===== config.mk =====
export PLATFORM = sky130hd
export DESIGN_NAME = plru_set_ctrl_flat
export DESIGN_NICKNAME = d
export VERILOG_FILES = /design/src/rtl/plru_set_ctrl_if.sv /design/src/rtl/plru_set_ctrl.sv /design/src/flat_wrapper.sv
export SDC_FILE = /design/constraint.sdc
export NUM_CORES = 1
export LEC_CHECK = 0
export ABC_AREA = 0
export CELL_PAD_IN_SITES_DETAIL_PLACEMENT = 0
export CELL_PAD_IN_SITES_GLOBAL_PLACEMENT = 1
export CORE_ASPECT_RATIO = 0.5
export CORE_MARGIN = 4
export CORE_UTILIZATION = 45
export CTS_CLUSTER_DIAMETER = 60
export DETAILED_ROUTE_END_ITERATION = 8
export PLACE_DENSITY = 0.72
export SYNTH_ARGS = -nofsm -noshare
export SYNTH_HDL_FRONTEND = slang
export SYNTH_SLANG_ARGS = --single-unit

===== constraint.sdc =====
create_clock -name clk -period 6.26 [get_ports clk]
set_clock_uncertainty 0.1 [all_clocks]
set_input_delay 0.626 -clock clk [delete_from_list [all_inputs] [get_ports clk]]
set_output_delay 0.626 -clock clk [all_outputs]
set_load 0.03 [all_outputs]

===== src/rtl/plru_set_ctrl_if.sv =====
// Access bus between the tag-compare stage and the per-set PLRU controller.
//   master : upstream stage, drives req_* and observes ready/response/init_busy
//   slave  : plru_set_ctrl, drives req_ready, resp_* and init_busy
//   req_valid/req_ready : one access per cycle when both are high
//   req_set/req_hit/req_way/req_vld_ways : access description
//   resp_valid/resp_set/resp_way : one-cycle response per accepted access
//   init_busy : state array sweep in progress
interface plru_set_ctrl_if #(
    parameter int SET_BITS = 6,
    parameter int WAYS     = 8,
    parameter int WAYS_REP = 3
);
    logic                req_valid;
    logic                req_ready;
    logic [SET_BITS-1:0] req_set;
    logic                req_hit;
    logic [WAYS_REP-1:0] req_way;
    logic [WAYS-1:0]     req_vld_ways;
    logic                resp_valid;
    logic [SET_BITS-1:0] resp_set;
    logic [WAYS_REP-1:0] resp_way;
    logic                init_busy;

    modport master (
        output req_valid, req_set, req_hit, req_way, req_vld_ways,
        input  req_ready, resp_valid, resp_set, resp_way, init_busy
    );

    modport slave (
        input  req_valid, req_set, req_hit, req_way, req_vld_ways,
        output req_ready, resp_valid, resp_set, resp_way, init_busy
    );
endinterface


===== src/rtl/plru_set_ctrl.sv =====
// Per-set 8-way tree-PLRU state store and victim selector.
// Ports:
//   clk  : clock, all state on the rising edge
//   rst  : synchronous active-high reset (restarts the array sweep)
//   bus  : plru_set_ctrl_if.slave access/response bus
// Pipeline: accept edge registers the request and the synchronous array read;
// the following cycle computes victim/new bits, and its closing edge writes the
// array and registers the response.
module plru_set_ctrl #(
    parameter int NUM_SETS = 64,
    parameter int SET_BITS = $clog2(NUM_SETS),
    parameter int WAYS     = 8,
    parameter int WAYS_REP = $clog2(WAYS)
) (
    input  logic           clk,
    input  logic           rst,
    plru_set_ctrl_if.slave bus
);
    localparam int TREE_BITS = WAYS - 1;

    typedef enum logic {ST_INIT, ST_RUN} state_t;

    state_t state_q, state_d;
    logic [SET_BITS-1:0] cnt_q, cnt_d;
    logic init_busy, req_ready, accept;

    logic                 s1_valid_q, s1_valid_d;
    logic [SET_BITS-1:0]  s1_set_q, s1_set_d;
    logic                 s1_hit_q, s1_hit_d;
    logic [WAYS_REP-1:0]  s1_way_q, s1_way_d;
    logic [WAYS-1:0]      s1_vld_q, s1_vld_d;
    logic                 fwd_q, fwd_d;
    logic [TREE_BITS-1:0] fwd_bits_q, fwd_bits_d;
    logic [TREE_BITS-1:0] rd_bits_q;

    logic                 resp_valid_q, resp_valid_d;
    logic [SET_BITS-1:0]  resp_set_q, resp_set_d;
    logic [WAYS_REP-1:0]  resp_way_q, resp_way_d;

    logic [TREE_BITS-1:0] cur_bits, new_bits, mem_wdata;
    logic [WAYS_REP-1:0]  low_inv, victim, touch;
    logic [SET_BITS-1:0]  mem_waddr;
    logic                 mem_we;

    logic [TREE_BITS-1:0] mem_q [NUM_SETS];

    // Walk from the root against each MRU pointer.
    function automatic logic [2:0] tree_victim(input logic [6:0] b);
        logic [2:0] v;
        v[2] = ~b[0];
        v[1] = v[2] ? ~b[2] : ~b[1];
        case ({v[2], v[1]})
            2'd0:    v[0] = ~b[3];
            2'd1:    v[0] = ~b[4];
            2'd2:    v[0] = ~b[5];
            default: v[0] = ~b[6];
        endcase
        return v;
    endfunction

    // Point the three path bits of way w at w; leave the rest alone.
    function automatic logic [6:0] tree_update(input logic [6:0] b, input logic [2:0] w);
        logic [6:0] n;
        n    = b;
        n[0] = w[2];
        if (w[2]) n[2] = w[1];
        else      n[1] = w[1];
        case (w[2:1])
            2'd0:    n[3] = w[0];
            2'd1:    n[4] = w[0];
            2'd2:    n[5] = w[0];
            default: n[6] = w[0];
        endcase
        return n;
    endfunction

    // Sweep / run control
    always_comb begin
        state_d   = state_q;
        cnt_d     = cnt_q;
        init_busy = 1'b0;
        req_ready = 1'b0;
        case (state_q)
            ST_INIT: begin
                init_busy = 1'b1;
                cnt_d     = cnt_q + 1'b1;
                if (cnt_q == SET_BITS'(NUM_SETS - 1)) state_d = ST_RUN;
            end
            ST_RUN:  req_ready = 1'b1;
            default: state_d = ST_INIT;
        endcase
    end

    always_ff @(posedge clk) begin
        if (rst) begin
            state_q <= ST_INIT;
            cnt_q   <= '0;
        end else begin
            state_q <= state_d;
            cnt_q   <= cnt_d;
        end
    end

    assign accept = bus.req_valid & req_ready;

    // Lowest-index invalid line wins over the tree when the set is not full.
    always_comb begin
        low_inv = '0;
        for (int i = WAYS - 1; i >= 0; i--) begin
            if (!s1_vld_q[i]) low_inv = WAYS_REP'(i);
        end
    end

    always_comb begin
        // A back-to-back access to the same set read the array before the
        // previous access's write landed, so take the bits it computed instead.
        cur_bits = fwd_q ? fwd_bits_q : rd_bits_q;
        victim   = (&s1_vld_q) ? tree_victim(cur_bits) : low_inv;
        touch    = s1_hit_q ? s1_way_q : victim;
        new_bits = tree_update(cur_bits, touch);

        s1_valid_d = accept;
        s1_set_d   = accept ? bus.req_set : s1_set_q;
        s1_hit_d   = accept ? bus.req_hit : s1_hit_q;
        // Don't-care inputs are replaced by constants so they never reach the array.
        s1_way_d   = accept ? (bus.req_hit ? bus.req_way : '0) : s1_way_q;
        s1_vld_d   = accept ? (bus.req_hit ? '1 : bus.req_vld_ways) : s1_vld_q;
        fwd_d      = accept & s1_valid_q & (bus.req_set == s1_set_q);
        fwd_bits_d = new_bits;

        resp_valid_d = s1_valid_q;
        resp_set_d   = s1_valid_q ? s1_set_q : resp_set_q;
        resp_way_d   = s1_valid_q ? touch : resp_way_q;

        mem_we    = ~rst & (init_busy | s1_valid_q);
        mem_waddr = init_busy ? cnt_q : s1_set_q;
        mem_wdata = init_busy ? '0 : new_bits;
    end

    always_ff @(posedge clk) begin
        if (rst) begin
            s1_valid_q   <= 1'b0;
            s1_set_q     <= '0;
            s1_hit_q     <= 1'b0;
            s1_way_q     <= '0;
            s1_vld_q     <= '1;
            fwd_q        <= 1'b0;
            fwd_bits_q   <= '0;
            resp_valid_q <= 1'b0;
            resp_set_q   <= '0;
            resp_way_q   <= '0;
        end else begin
            s1_valid_q   <= s1_valid_d;
            s1_set_q     <= s1_set_d;
            s1_hit_q     <= s1_hit_d;
            s1_way_q     <= s1_way_d;
            s1_vld_q     <= s1_vld_d;
            fwd_q        <= fwd_d;
            fwd_bits_q   <= fwd_bits_d;
            resp_valid_q <= resp_valid_d;
            resp_set_q   <= resp_set_d;
            resp_way_q   <= resp_way_d;
        end
    end

    // State array: one write port, registered read on accept.
    always_ff @(posedge clk) begin
        if (mem_we) mem_q[mem_waddr] <= mem_wdata;
        if (accept) rd_bits_q <= mem_q[bus.req_set];
    end

    assign bus.req_ready  = req_ready;
    assign bus.init_busy  = init_busy;
    assign bus.resp_valid = resp_valid_q;
    assign bus.resp_set   = resp_set_q;
    assign bus.resp_way   = resp_way_q;
endmodule


===== src/flat_wrapper.sv =====
// flat-port wrapper written by rule: the top's interface ports become plain ports
module plru_set_ctrl_flat 
#(
    parameter int NUM_SETS = 64,
    parameter int SET_BITS = $clog2(NUM_SETS),
    parameter int WAYS     = 8,
    parameter int WAYS_REP = $clog2(WAYS)
)
  (clk, rst, bus_req_valid, bus_req_set, bus_req_hit, bus_req_way, bus_req_vld_ways, bus_req_ready, bus_resp_valid, bus_resp_set, bus_resp_way, bus_init_busy);
  plru_set_ctrl_if #(.SET_BITS(SET_BITS), .WAYS(WAYS), .WAYS_REP(WAYS_REP)) bus_i ();
  input  logic clk;
  input  logic rst;
  input wire logic [$bits(bus_i.req_valid)-1:0] bus_req_valid;
  input wire logic [$bits(bus_i.req_set)-1:0] bus_req_set;
  input wire logic [$bits(bus_i.req_hit)-1:0] bus_req_hit;
  input wire logic [$bits(bus_i.req_way)-1:0] bus_req_way;
  input wire logic [$bits(bus_i.req_vld_ways)-1:0] bus_req_vld_ways;
  output wire logic [$bits(bus_i.req_ready)-1:0] bus_req_ready;
  output wire logic [$bits(bus_i.resp_valid)-1:0] bus_resp_valid;
  output wire logic [$bits(bus_i.resp_set)-1:0] bus_resp_set;
  output wire logic [$bits(bus_i.resp_way)-1:0] bus_resp_way;
  output wire logic [$bits(bus_i.init_busy)-1:0] bus_init_busy;
  assign bus_i.req_valid = bus_req_valid;
  assign bus_i.req_set = bus_req_set;
  assign bus_i.req_hit = bus_req_hit;
  assign bus_i.req_way = bus_req_way;
  assign bus_i.req_vld_ways = bus_req_vld_ways;
  assign bus_req_ready = bus_i.req_ready;
  assign bus_resp_valid = bus_i.resp_valid;
  assign bus_resp_set = bus_i.resp_set;
  assign bus_resp_way = bus_i.resp_way;
  assign bus_init_busy = bus_i.init_busy;
  plru_set_ctrl #(.NUM_SETS(NUM_SETS), .SET_BITS(SET_BITS), .WAYS(WAYS), .WAYS_REP(WAYS_REP)) u_core (.clk(clk), .rst(rst), .bus(bus_i));
endmodule

### Word level (Yosys, flattened, before mapping)

Memories as Yosys holds them, arrays and structs flattened. A register that Yosys moved wholly into a read port is not among the register bits.
Index checks and enable logic that the tools add are counted.

| word-level totals | value |
|---|---|
| register bits after elaboration | 44 |
| bits in writable memories | 448 |
| input port bits | 21 |
| output and inout port bits | 12 |
| logic and storage cells | 66 |
| memories | 1 |

Memories:

| name | depth | bits a word | rd ports | clocked after memory_dff | write ports | line | source |
|---|---|---|---|---|---|---|---|
| u_core.mem_q | 64 | 7 | 1 | 1 | 1 | plru_set_ctrl.sv:45 | `logic [TREE_BITS-1:0] mem_q [NUM_SETS];` |

| operators by class | value |
|---|---|
| $add $sub $neg | 1 |
| equal/unequal tests | 6 |
| muxes and demuxes | 29 |
| bitwise logic cells | 13 |
| reduce and logical (&&, ||, !) cells | 4 |

Operators by type and width:

| cell | number |
|---|---|
| 3-bit two-way mux | 11 |
| 7-bit two-way mux | 2 |
| 1-bit two-way mux | 13 |
| 8-bit two-way mux | 1 |
| 1-bit NOT | 8 |
| 8-bit AND reduction | 1 |
| 6-bit by 1-bit adder with 6-bit output, second input constant | 1 |
| 6-bit equality test | 1 |
| 6-bit equality test, second input constant | 1 |
| 6-bit two-way mux | 1 |
| 1-bit AND | 4 |
| 2-bit by 1-bit equality test with 1-bit output, second input constant | 2 |
| 2-bit equality test, second input constant | 2 |
| 2-bit zero test | 2 |
| 1-bit case mux with 3 select lines | 1 |
| 3-bit OR reduction | 1 |
| 1-bit bitwise OR | 1 |

### Depth between registers and ports, before layout

Gate-level depths: netlist (run 1).

| depth | value |
|---|---|
| depth in word-level cells | 14 |
| mapped depth | 8 |
| mapped depth without buffers | 5 |

### Worst setup path before layout (run 1)

OpenSTA, ideal clock, no wires.

| timing path | value |
|---|---|
| path type | register to register |
| start | register u_core.fwd_q |
| end | memory u_core.mem_q[0][6] in the netlist's numbering (data pin) |
| data arrival time | 4208 ps |
| required time | 5432 ps |
| slack | 1223 ps |
| cell stages (with the launch flop) | 7 |
| clock period less this slack | 5037 ps |
| cells stage by stage | dfxtp_1 > buf_6 > mux2i_1 > mux2i_1 > mux2_2 > o221a_4 > o311ai_1 |

| between the ends | value |
|---|---|
| longest elaborated chain between the ends | 9 |
| elaborated cells between the ends (all ways) | 21 |
| classes of those cells | eq/ne: 4; mux: 7; bitwise: 7; reduce/logical: 3 |

RTL lines:

| what | line | source |
|---|---|---|
| from (decl) | plru_set_ctrl.sv:32 | `logic fwd_q, fwd_d;` |
| from (signal assigned) | plru_set_ctrl.sv:158 | `fwd_q <= fwd_d;` |
| 7-bit two-way mux (*) | plru_set_ctrl.sv:117 | `cur_bits = fwd_q ? fwd_bits_q : rd_bits_q;` |
| 1-bit NOT | plru_set_ctrl.sv:51 | `v[1] = v[2] ? ~b[2] : ~b[1];` |
| 1-bit two-way mux | plru_set_ctrl.sv:51 |  |
| 2-bit equality test (tied with other cells) | plru_set_ctrl.sv:52 | `case ({v[2], v[1]})` |
| 1-bit case mux with 3 select lines or 3-bit two-way mux (tied branches) | plru_set_ctrl.sv:52, plru_set_ctrl.sv:119 |  |
| 3-bit two-way mux (tied with other cells) | plru_set_ctrl.sv:118 | `victim = (&s1_vld_q) ? tree_victim(cur_bits) : low_inv;` |
| 3-bit two-way mux or 3-bit OR reduction (tied branches) | - |  |
| 1-bit two-way mux (*) | plru_set_ctrl.sv:68 | `case (w[2:1])` |
| 7-bit two-way mux (*) | plru_set_ctrl.sv:137 | `mem_wdata = init_busy ? '0 : new_bits;` |
| net u_core.mem_wdata[6] | plru_set_ctrl.sv:40 | `logic [TREE_BITS-1:0] cur_bits, new_bits, mem_wdata;` |
| to (decl) | plru_set_ctrl.sv:45 |  |

The timed path passes the listed nets; every way through them passes the cells marked *.

### Final worst setup path (run 1)

| timing path | value |
|---|---|
| start | register u_core.fwd_q |
| end | memory u_core.mem_q[18][4] in the netlist's numbering (data pin) |

| between the ends | value |
|---|---|
| longest elaborated chain between the ends | 9 |
| elaborated cells between the ends (all ways) | 18 |
| classes of those cells | eq/ne: 3; mux: 7; bitwise: 7; reduce/logical: 1 |

RTL lines:

| what | line | source |
|---|---|---|
| 7-bit two-way mux (*) | plru_set_ctrl.sv:117 |  |
| 1-bit NOT | plru_set_ctrl.sv:51 |  |
| 1-bit two-way mux | plru_set_ctrl.sv:51 |  |
| 2-bit equality test (tied with other cells) | plru_set_ctrl.sv:52 |  |
| 1-bit case mux with 3 select lines | plru_set_ctrl.sv:52 |  |
| 3-bit two-way mux | plru_set_ctrl.sv:118 |  |
| 3-bit two-way mux | plru_set_ctrl.sv:119 | `touch = s1_hit_q ? s1_way_q : victim;` |
| 1-bit two-way mux (*) | plru_set_ctrl.sv:68 |  |
| 7-bit two-way mux (*) | plru_set_ctrl.sv:137 |  |
| net u_core.mem_wdata[4] | plru_set_ctrl.sv:40 |  |

Marked as above.

==> reports/results.tsv, run 1 <==
metric	value	unit
terminus of the critical flop-to-flop path	u_core.mem_q[18][4]	
routed via count	10241	
FF-to-FF Start	u_core.fwd_q	
R2R depth	6	
initial antenna violation count	1	
Sw Ratio	20.6	%
Initial Utilization	46.2	%
dpl hpwl	28200	um
Multi-input gate area	4940	um^2
Compound-Gate Fraction of Synth Area	4.94	%
Clock Tree Buf Depth	3	
CTS Sinks	499	
Synth Net Count	1101	
Post-Synth XOR/XNOR Area	0.444	%
Reg power frac	54.6	%
finished layout cell area	22100	um^2
Hold Path Class	flop to flop	
first-pass GRT wire length	68000	um
CTS tree	built	
clk_lat worst skew	570	ps
ys flop type	edfxtp_1	
grt ovf	0	
main combinational cell family by area after synthesis	multiplexers	
CP Capture Type	flop	
Post CTS Setup Buffer Count	0	
Syn Area/Cell	18.3	um^2
post-synthesis sequential area ratio	73.8	%
final setup vio count	0	
Initial DRC Count	1053	
WL final	45600	um
die area	47400	um^2
Reg area	14500	um^2
FFs w/ async S/R, synth	0	%
Internal Power	5.23	mW
Post-Synth Adder-Cell Area	0.0635	%
Hold Vio Cnt, Final	0	
dpl cells	1639	
worst setup margin	2590	ps
CTS Hold Buffers Added	0	
core area	42600	um^2
fin. max-slew vios	0	
clock transition at the registers of the reported paths	70	ps
area grow syn2layout	12.1	%
PD cells	298	nW/um^2
Worst R2R Setup Slack	2590	ps
Leakage	7.15	nW
CP max FO	45	
ANT cells	0	
Die Wd	304	um
post-synthesis instance total	1079	
Critical Path Source	u_core.fwd_q	
run status	finished clean	
CP Capture Point	u_core.mem_q[18][4]	
Remaining DRCs	0	
Synth warnings	0	
CTS resizes	0	
Final #Nets	1130	
combinational power share	3.8	%
port bufs	32	
Post-synth EDFFs	455	
fraction of synthesized area in multiplexers	14.6	%
vias in the first global route	10243	
drt wl/cell	26.5	um
fin crit period	3670	ps
Max-Cap Viols	0	
H-tree levels	2	
WP data required	6450	ps
Die Y-Extent	156	um
# fillers	3352	
Final TNS setup	0	ps
pre-CTS setup slack	2450	ps
clock power share	41.6	%
root buffer cell	clkbuf_16	
Crit Path Category	flop to flop	
routability congestion estimate	0.825	
router iterations before antenna repair	5	
#FFs+latches synth	499	
Relative slew margins	23.0	%
Mapped Area	19700	um^2
layout cells sized above 1	17.9	%
All-Layer GR Usage	19.3	%
synth unique cells	51	
Startpoint Class	flop	
FP Rows	53	
NetSw	1.36	mW
fraction of the mapped netlist area in simple logic gates	4.61	%
RSZ-0062 raised after global routing	no	
largest net degree at the start of global routing	66	
CTS buffer count	44	
Final Util	51.9	%
Routed Antenna Nets	0	
Worst VDD drop	179	uV
Fmax achieved	272	MHz
fin cells	1719	
Via density	5.96	
Tcrit/Tclk final	58.7	%
worst slew pin tran	1150	ps
CP Data Arrival Time	3860	ps
DP Area	20700	um^2
I/O pin count	33	
## per-stage QoR
| stage | total power [mW] | hold slack, ps |
|---|---|---|
| floorplan | 3.84 | 327 |
| global placement | 3.92 | 345 |
| detailed placement | 3.92 | 344 |
| CTS | 6.63 | 353 |
| global route | 6.79 | 388 |
| finish | 6.59 | 358 |
## how the worst min path moves through the flow
stage                            start                 end  slack [ps]  cells past startpoint
finish              u_core.s1_way_q[0]  u_core.s1_way_q[0]         360                      2
global route        u_core.s1_way_q[2]  u_core.s1_way_q[2]         390                      2
CTS                 u_core.s1_way_q[1]  u_core.s1_way_q[1]         350                      2
detailed placement  u_core.s1_way_q[1]  u_core.s1_way_q[1]         340                      2
global placement    u_core.s1_way_q[1]  u_core.s1_way_q[1]         350                      2
floorplan           u_core.s1_way_q[1]  u_core.s1_way_q[1]         330                      2
## cell usage after synthesis, types with 10 or more instances
library cell  count  share of area [%]
mux2i_1          33                1.7
buf_1            10               0.19
nand3_1          10               0.25
nor2_1           99                1.9
buf_2            13               0.33
a211oi_1         12               0.46
edfxtp_1        455                 69
o21ai_0          18               0.46
dfxtp_1          44                4.5
mux4_2          112                 13
a21oi_1          34               0.86
clkbuf_1         34               0.65
a22oi_1          29                1.1
o221ai_1         12               0.53
nor3_1           12               0.30
nand2_1          61                1.2
## worst max-delay path, stage by stage, from the launching register on
cell,delay (ps)
dfxtp_1,580
mux2i_1,470
mux2i_1,140
mux2_2,310
o221a_4,370
o311ai_4,840
buf_4,550
## state kept, by name (all words and copies together), names as in the netlist
signal,cells
u_core.bus.resp_valid,1
u_core.s1_way_q,3
u_core.mem_q,448
u_core.resp_valid_d,1
u_core.bus.resp_way,3
u_core.s1_vld_q,8
u_core.rd_bits_q,7
u_core.s1_set_q,6
u_core.cnt_q,6
u_core.s1_hit_q,1
u_core.fwd_bits_q,7
u_core.fwd_q,1
u_core.bus.resp_set,6
u_core.state_q,1
## kinds of logic after synthesis
family,count (synthesis)
buf+inv,72
compound gates,138
xor+xnor,10
mux,147
simple gates,212
flops,499
fa+ha+maj,1
## power groups by stage
stage	clock, mW	sequential (mW)	combinational [mW]
3_3_place_gp	0	3.67	0.252
6_report	2.74	3.60	0.252
2_1_floorplan	0	3.67	0.172
3_5_place_dp	0	3.67	0.251
5_1_grt	2.93	3.60	0.268
4_1_cts	2.77	3.60	0.253
## layout by cell type, fill, tap and decap left out, types with 3 or more instances in the layout
master / Yosys / layout
buf_4: 4 / 14
clkinv_2: 0 / 7
clkbuf_1: 34 / 4
dfxtp_1: 44 / 44
a211oi_4: 0 / 4
mux2i_1: 33 / 33
edfxtp_1: 455 / 455
a21oi_1: 34 / 34
nand2b_1: 4 / 4
o2bb2ai_1: 6 / 6
o221ai_1: 12 / 12
inv_1: 8 / 7
a22oi_1: 29 / 29
or3_1: 6 / 6
clkdlybuf4s50_1: 0 / 29
nand2_1: 61 / 61
and2_1: 4 / 4
clkinvlp_4: 0 / 3
nor2b_1: 6 / 6
o22ai_1: 7 / 7
xnor2_1: 9 / 9
nor3_1: 12 / 12
bufinv_16: 0 / 5
nor2_1: 99 / 99
or4_1: 4 / 4
nand3_1: 10 / 10
clkinv_1: 1 / 15
mux4_2: 112 / 112
o21ai_0: 18 / 18
a211oi_1: 12 / 8
clkbuf_16: 0 / 45
## layer usage
layer | share of wire (%) | global-route usage, %
met1 | 43 | 28.4
met2 | 45 | 29.2
met3 | 9.6 | 5.21
met4 | 2.0 | 4.32
met5 | 0.040 | 0
## cell type report
cell class,instances,share of cell area (%)
flip-flops and latches,499,65.8
multi-input cells,508,22.4
clock buffers,50,5.22
well taps,577,3.27
repair buffers,46,1.95
clock inverters,30,1.27
inverters,9,0.153
Power figures use the tool's default switching activity.
==> inputs of run 2 (changes only) <==
--- a/config.mk
+++ b/config.mk
@@ -13,7 +13,7 @@
 export CORE_UTILIZATION = 45
 export CTS_CLUSTER_DIAMETER = 60
 export DETAILED_ROUTE_END_ITERATION = 8
-export PLACE_DENSITY = 0.72
+export PLACE_DENSITY = 0.74
 export SYNTH_ARGS = -nofsm -noshare
 export SYNTH_HDL_FRONTEND = slang
 export SYNTH_SLANG_ARGS = --single-unit
==> constraint.sdc (replaced) <==
create_clock -name clk -period 3 [get_ports clk]
set_clock_uncertainty 0.1 [all_clocks]
set_input_delay 0.3 -clock clk [delete_from_list [all_inputs] [get_ports clk]]
set_output_delay 0.3 -clock clk [all_outputs]
set_load 0.03 [all_outputs]
==> run 2 against run 1 <==
Global-route usage is 0.24 points lower. Critical path depth is 1 higher. Non-clock buffer count grew 92. Hold slack got worse by 180 ps. Fmax increased by 32%. Routed wire length decreased by 1.7%. Critical endpoint is now u_core.mem_q[34][2]. Largest cell class unchanged.
==> reports/results.tsv, run 2 (synthesis gave the netlist of run 1 again) <==
metric	value	unit	change
Tcrit/Tclk final	92.7	%	+34 points
Worst VDD drop	385	uV	+110%
WL final	44800	um	-1.7%
NetSw	2.79	mW	+110%
Max stage delay on crit path	610	ps	-230 ps
Initial DRC Count	1207		+15%
CTS buffer count	45		+2.3%
Fmax achieved	359	MHz	+32%
hold slack final	174	ps	-184 ps
routed via count	10473		+2.3%
fin cells	1810		+5.3%
root buffer cell	clkbuf_16		
FP Rows	53		unchanged
Internal Power	11.0	mW	+110%
dpl hpwl	29600	um	+4.9%
CP max FO	64		+42%
crit-path most repeated cell	mux2i_1		
All-Layer GR Usage	19.1	%	-0.24 points
Hold Vio Cnt, Final	0		unchanged
Crit Path Category	flop to flop		
fin. max-slew vios	0		unchanged
Die Y-Extent	156	um	unchanged
clk_lat worst skew	560	ps	about the same
combinational power share	4.1	%	+0.3 points
Clock Tree Buf Depth	3		unchanged
I/O pin count	33		unchanged
dpl cells	1731		+5.6%
Die Wd	304	um	unchanged
die area	47400	um^2	unchanged
Final #Nets	1223		+8.2%
Power Total	13.7	mW	+110%
Routed Antenna Nets	0		unchanged
Sw Ratio	20.3	%	-0.28 points
fin crit period	2780	ps	-891 ps
routability congestion estimate	0.808		-2.1%
first-pass GRT wire length	67400	um	-0.90%
WP data required	3240	ps	-3210 ps
Reg power frac	54.6	%	about the same
initial antenna violation count	0		-1
Final TNS setup	0	ps	unchanged
Hold Path Class	primary input to flop		
ANT cells	0		unchanged
run status	finished clean		
CP Capture Type	flop		
router iterations before antenna repair	5		unchanged
PD cells	599	nW/um^2	+100%
Startpoint Class	flop		
Relative slew margins	50.3	%	+27 points
CTS tree	built		
grt ovf	0		unchanged
area grow syn2layout	16.4	%	
most frequent cells in the layout	edfxtp_1, mux4_2, nor2_1		
Post CTS Setup Buffer Count	0		unchanged
vias in the first global route	10321		+0.76%
max reg flops	448		unchanged
port bufs	32		unchanged
slowest stage cell, crit path	a2111oi_4		
CTS Hold Buffers Added	0		unchanged
commonest non-fill, non-tap cell in the layout	edfxtp_1		
worst slew pin tran	743	ps	-409 ps
RSZ-0062 raised after global routing	no		
Remaining DRCs	0		unchanged
CTS resizes	0		unchanged
layout cells sized above 1	24.0	%	+6.1 points
Via density	5.79		-2.9%
H-tree levels	2		unchanged
Initial Utilization	46.2	%	unchanged
largest registers	u_core.mem_q (448), u_core.s1_vld_q (8)		
drt wl/cell	24.8	um	-6.6%
CTS Sinks	499		unchanged
core area	42600	um^2	unchanged
Leakage	7.66	nW	+7.2%
CP Cell Sequence	mux2i_1 > mux2i_1 > a2111oi_4 > nor3_1 > buf_4 > a211oi_4 > buf_12		
largest net degree at the start of global routing	65		-1.5%
CP Data Arrival Time	3020	ps	-840 ps
final setup vio count	0		unchanged
clock transition at the registers of the reported paths	60	ps	about the same
Largest Register	u_core.mem_q		
Max-Cap Viols	0		unchanged
clock power share	41.2	%	-0.4 points
[run 2: cell count changes in the layout (fill, tap and decap cells not counted), moves of 2 or more]
cell,delta
buf_12,+12
buf_4,+80
clkbuf_1,+5
clkbuf_16,+2
clkinv_1,-4
clkinv_2,-3
[run 2: worst paths after layout]
kind	start	to	slack [ps]	depth (start not counted)
hold / removal	bus_req_set[1]	u_core.s1_set_q[1]	170	4
setup reg to reg	u_core.rd_bits_q[1]	u_core.mem_q[34][2]	220	7
hold reg to reg	u_core.s1_way_q[1]	u_core.s1_way_q[1]	350	2
setup / recovery	u_core.rd_bits_q[1]	u_core.mem_q[34][2]	220	7
[run 2: through the flow]
stage / instance area (um^2) / setup WS [ps] / util [%]
after floorplan: 19800 / -488 / -
after global placement: 21500 / 283 / 50.5
after detailed placement: 21500 / 226 / 50.5
after CTS: 22900 / 198 / 53.8
after global routing: 22900 / 61.6 / 53.8
final: 22900 / 218 / 53.8
[run 2: worst max-delay path: cells and delay by family (launching register included)]
family	cells	cell delay [ps]
buffers and inverters	2	510
muxes	2	350
and+or+nand+nor	1	220
AOI/OAI and AO/OA	2	850
DFF	1	470
[run 2: area by class of cell]
class	instances	area (um^2)
Fill cell	3291	19700
Clock buffer	56	1210
Timing Repair Buffer	138	1270
Sequential cell	499	14500
Multi-Input combinational cell	508	4950
Clock inverter	23	218
Inverter	9	33.8
Tap cell	577	722
[run 2: per-layer routing]
metal,vias up,share of wire (%),GRT usage (%)
met5,-,0,0
met4,0,1.8,4.41
met3,64,9.1,5.71
met2,358,46,29.2
met1,5453,43,27.3
li1,4598,-,-
[run 2: power by group through the flow]
stage,Sequential [mW],Combinational [mW],Clock (mW)
finish,7.51,0.570,5.67
global route,7.51,0.607,6.09
CTS,7.51,0.568,5.77
detailed placement,7.66,0.567,0
global placement,7.66,0.562,0
floorplan,7.66,0.358,0
==> inputs of run 3 (changes only) <==
--- a/config.mk
+++ b/config.mk
@@ -6,6 +6,7 @@
 export NUM_CORES = 1
 export LEC_CHECK = 0
 export ABC_AREA = 0
+export CAP_MARGIN = 30
 export CELL_PAD_IN_SITES_DETAIL_PLACEMENT = 0
 export CELL_PAD_IN_SITES_GLOBAL_PLACEMENT = 1
 export CORE_ASPECT_RATIO = 0.5
@@ -13,7 +14,7 @@
 export CORE_UTILIZATION = 45
 export CTS_CLUSTER_DIAMETER = 60
 export DETAILED_ROUTE_END_ITERATION = 8
-export PLACE_DENSITY = 0.74
+export PLACE_DENSITY = 0.72
 export SYNTH_ARGS = -nofsm -noshare
 export SYNTH_HDL_FRONTEND = slang
 export SYNTH_SLANG_ARGS = --single-unit
==> constraint.sdc (replaced) <==
create_clock -name clk -period 2.6 [get_ports clk]
set_clock_uncertainty 0.1 [all_clocks]
set_input_delay 0.26 -clock clk [delete_from_list [all_inputs] [get_ports clk]]
set_output_delay 0.26 -clock clk [all_outputs]
set_load 0.03 [all_outputs]
==> run 3 against run 2 <==
The flow now finishes with violations (setup timing). Register-to-register slack worse by 240 ps. Clock power up 7.1%. Sequential power up 15%. Via count up 5.7%. Clock-buffer cell count up 6. Fmax up 6.2%. Routed wire length up 9.7%. Design area up 3.7%. Largest cell class unchanged. Combinational power up 21%. Cell count up 3.6%. Sequential share of layout area down 2.3 points.
==> reports/results.tsv, run 3 (synthesis gave the netlist of run 1 again) <==
metric	value	unit	change
hold_sp	bus_req_way[0]		
cell depth of the worst setup path	9		+2
largest registers	u_core.mem_q (448), u_core.s1_vld_q (8)		
Final TNS setup	-1040	ps	-1040 ps
Initial DRC Count	1238		+2.6%
WP data required	2910	ps	-330 ps
All-Layer GR Usage	19.7	%	+0.67 points
die area	47400	um^2	unchanged
Tcrit/Tclk final	101	%	+8.0 points
Die Y-Extent	156	um	unchanged
routed via count	11075		+5.7%
CP max FO	16		-75%
slowest stage cell, crit path	or4_1		
Max-Cap Viols	0		unchanged
most frequent cells in the layout	edfxtp_1, buf_4, mux4_2		
fin. max-slew vios	0		unchanged
fin crit period	2620	ps	-163 ps
Remaining DRCs	0		unchanged
run status	finished, violations left		
Final Util	55.8	%	+2.0 points
terminus of the critical flop-to-flop path	u_core.mem_q[59][4]		
Hold Path Class	primary input to flop		
CP Capture Type	flop		
commonest non-fill, non-tap cell in the layout	edfxtp_1		
pre-CTS setup slack	-113	ps	-339 ps
drt wl/cell	26.2	um	+5.8%
Worst VDD drop	392	uV	+1.8%
crit-path most repeated cell	mux2i_2		
final setup vio count	98		+98
Routed Antenna Nets	0		unchanged
# fillers	3214		-2.3%
Die Wd	304	um	unchanged
worst setup margin	-18.7	ps	-237 ps
I/O pin count	33		unchanged
CP Data Arrival Time	2930	ps	-90 ps
Hold Vio Cnt, Final	0		unchanged
Final #Nets	1289		+5.4%
critical path's top delay family	buffers and inverters		
Critical Path Source	u_core.rd_bits_q[0]		
layout cells sized above 1	28.5	%	+4.5 points
root buffer cell	clkbuf_16		
clk_lat worst skew	550	ps	about the same
CTS buffer count	43		-4.4%
routability congestion estimate	0.842		+4.2%
initial antenna violation count	2		+2
CTS tree	built		
port bufs	32		unchanged
WL final	49100	um	+9.7%
largest net degree at the start of global routing	65		unchanged
R2R depth	9		+2
FF-to-FF Start	u_core.rd_bits_q[0]		
CTS Hold Buffers Added	0		unchanged
ANT cells	0		unchanged
Fmax achieved	382	MHz	+6.2%
Startpoint Class	flop		
H-tree levels	2		unchanged
worst slew pin tran	657	ps	-86.1 ps
Max stage delay on crit path	520	ps	-90 ps
first-pass GRT wire length	69700	um	+3.4%
vias in the first global route	10952		+6.1%
Via density	5.90		+2.0%
area grow syn2layout	20.7	%	
router iterations before antenna repair	5		unchanged
finished layout cell area	23800	um^2	+3.7%
Clock Tree Buf Depth	3		unchanged
Worst R2R Setup Slack	-20	ps	-240 ps
failing checks	setup timing		
core area	42600	um^2	unchanged
Relative slew margins	56.1	%	+5.8 points
CTS Sinks	499		unchanged
CP Cell Sequence	mux2i_2 > mux2i_2 > a2111oi_4 > buf_4 > buf_6 > or4_1 > o311ai_4 > buf_12 > clkbuf_16		
Crit path buffers/inverters	4		+2
dpl hpwl	30900	um	+4.3%
Leakage	8.08	nW	+5.5%
Crit Path Category	flop to flop		
clock transition at the registers of the reported paths	60	ps	about the same
CP Capture Point	u_core.mem_q[59][4]		
max reg flops	448		unchanged
grt ovf	0		unchanged
PD cells	648	nW/um^2	+8.2%
Largest Register	u_core.mem_q		
DP Area	22000	um^2	+2.2%
FP Rows	53		unchanged
Initial Utilization	46.2	%	unchanged
RSZ-0062 raised after global routing	yes		
-- run 3: changes by cell type in the layout (fill, tap and decap cells not counted), moves of 2 or more --
cell       before  now
bufinv_16       4    1
mux2i_4         0    3
buf_12         13   24
nor3_2          0    2
mux2i_1        32   26
buf_4          94  130
buf_6           1    8
nor3_1         12   10
clkbuf_16      47   54
clkinv_1       11    6
buf_16          0    3
clkbuf_1        9   16
mux2i_2         1    4
-- run 3: worst min-delay path by stage --
| stage | endpoint | cells past startpoint |
|---|---|---|
| 4_1_cts | u_core.s1_way_q[0] | 3 |
| 3_3_place_gp | u_core.s1_way_q[1] | 2 |
| 3_5_place_dp | u_core.s1_way_q[1] | 2 |
| 6_report | u_core.s1_way_q[0] | 3 |
| 5_1_grt | u_core.s1_way_q[0] | 3 |
| 2_1_floorplan | u_core.s1_vld_q[7] | 2 |
-- run 3: stage by stage --
step                      instances  hold WS (ps)  power [mW]
after global routing           1876           188        15.9
after global placement         1772           346        9.52
final                          1876           192        15.4
after CTS                      1859           176        15.5
after floorplan                1079           314        9.25
after detailed placement       1772           348        9.52
-- run 3: area by class of cell --
type | instances | area [um^2] | share of cell area [%]
repair buffers | 205 | 2170 | 9.14
clock inverters | 15 | 114 | 0.478
flip-flops and latches | 499 | 14500 | 61.1
multi-input cells | 509 | 5030 | 21.1
clock buffers | 62 | 1180 | 4.97
well taps | 577 | 722 | 3.03
inverters | 9 | 33.8 | 0.142
-- run 3: timing repair --
item / CTS / global route
cloned: 1 / 13
endpoints found under the hold margin: 0 / 0
resized for setup: 6 / 19
endpoints found under the setup margin: 384 / 556
pin swaps: 3 / 4
setup buffers: 9 / 5
-- run 3: power by group --
group / leakage (nW) / internal (mW) / total [mW] / switching [mW]
combinational: 2.67 / 0.323 / 0.688 / 0.365
sequential: 4.79 / 8.65 / 8.67 / 0.0157
clock: 0.626 / 3.28 / 6.07 / 2.80
total: 8.08 / 12.2 / 15.4 / 3.18
-- run 3: worst reg2reg max path, delay by kind of cell, from the launching register on --
family	cells	cell delay, ps
buf+inv	4	690
compound gates	2	250
flops	1	460
simple gates	1	520
mux	2	470
-- run 3: layer usage --
| metal | part of all wire, % | wire length [um] | track usage (%) |
|---|---|---|---|
| met5 | 0.031 | 15 | 0 |
| met4 | 1.5 | 723 | 4.09 |
| met3 | 11 | 5310 | 5.28 |
| met2 | 45 | 22000 | 30.5 |
| met1 | 43 | 21100 | 28.6 |
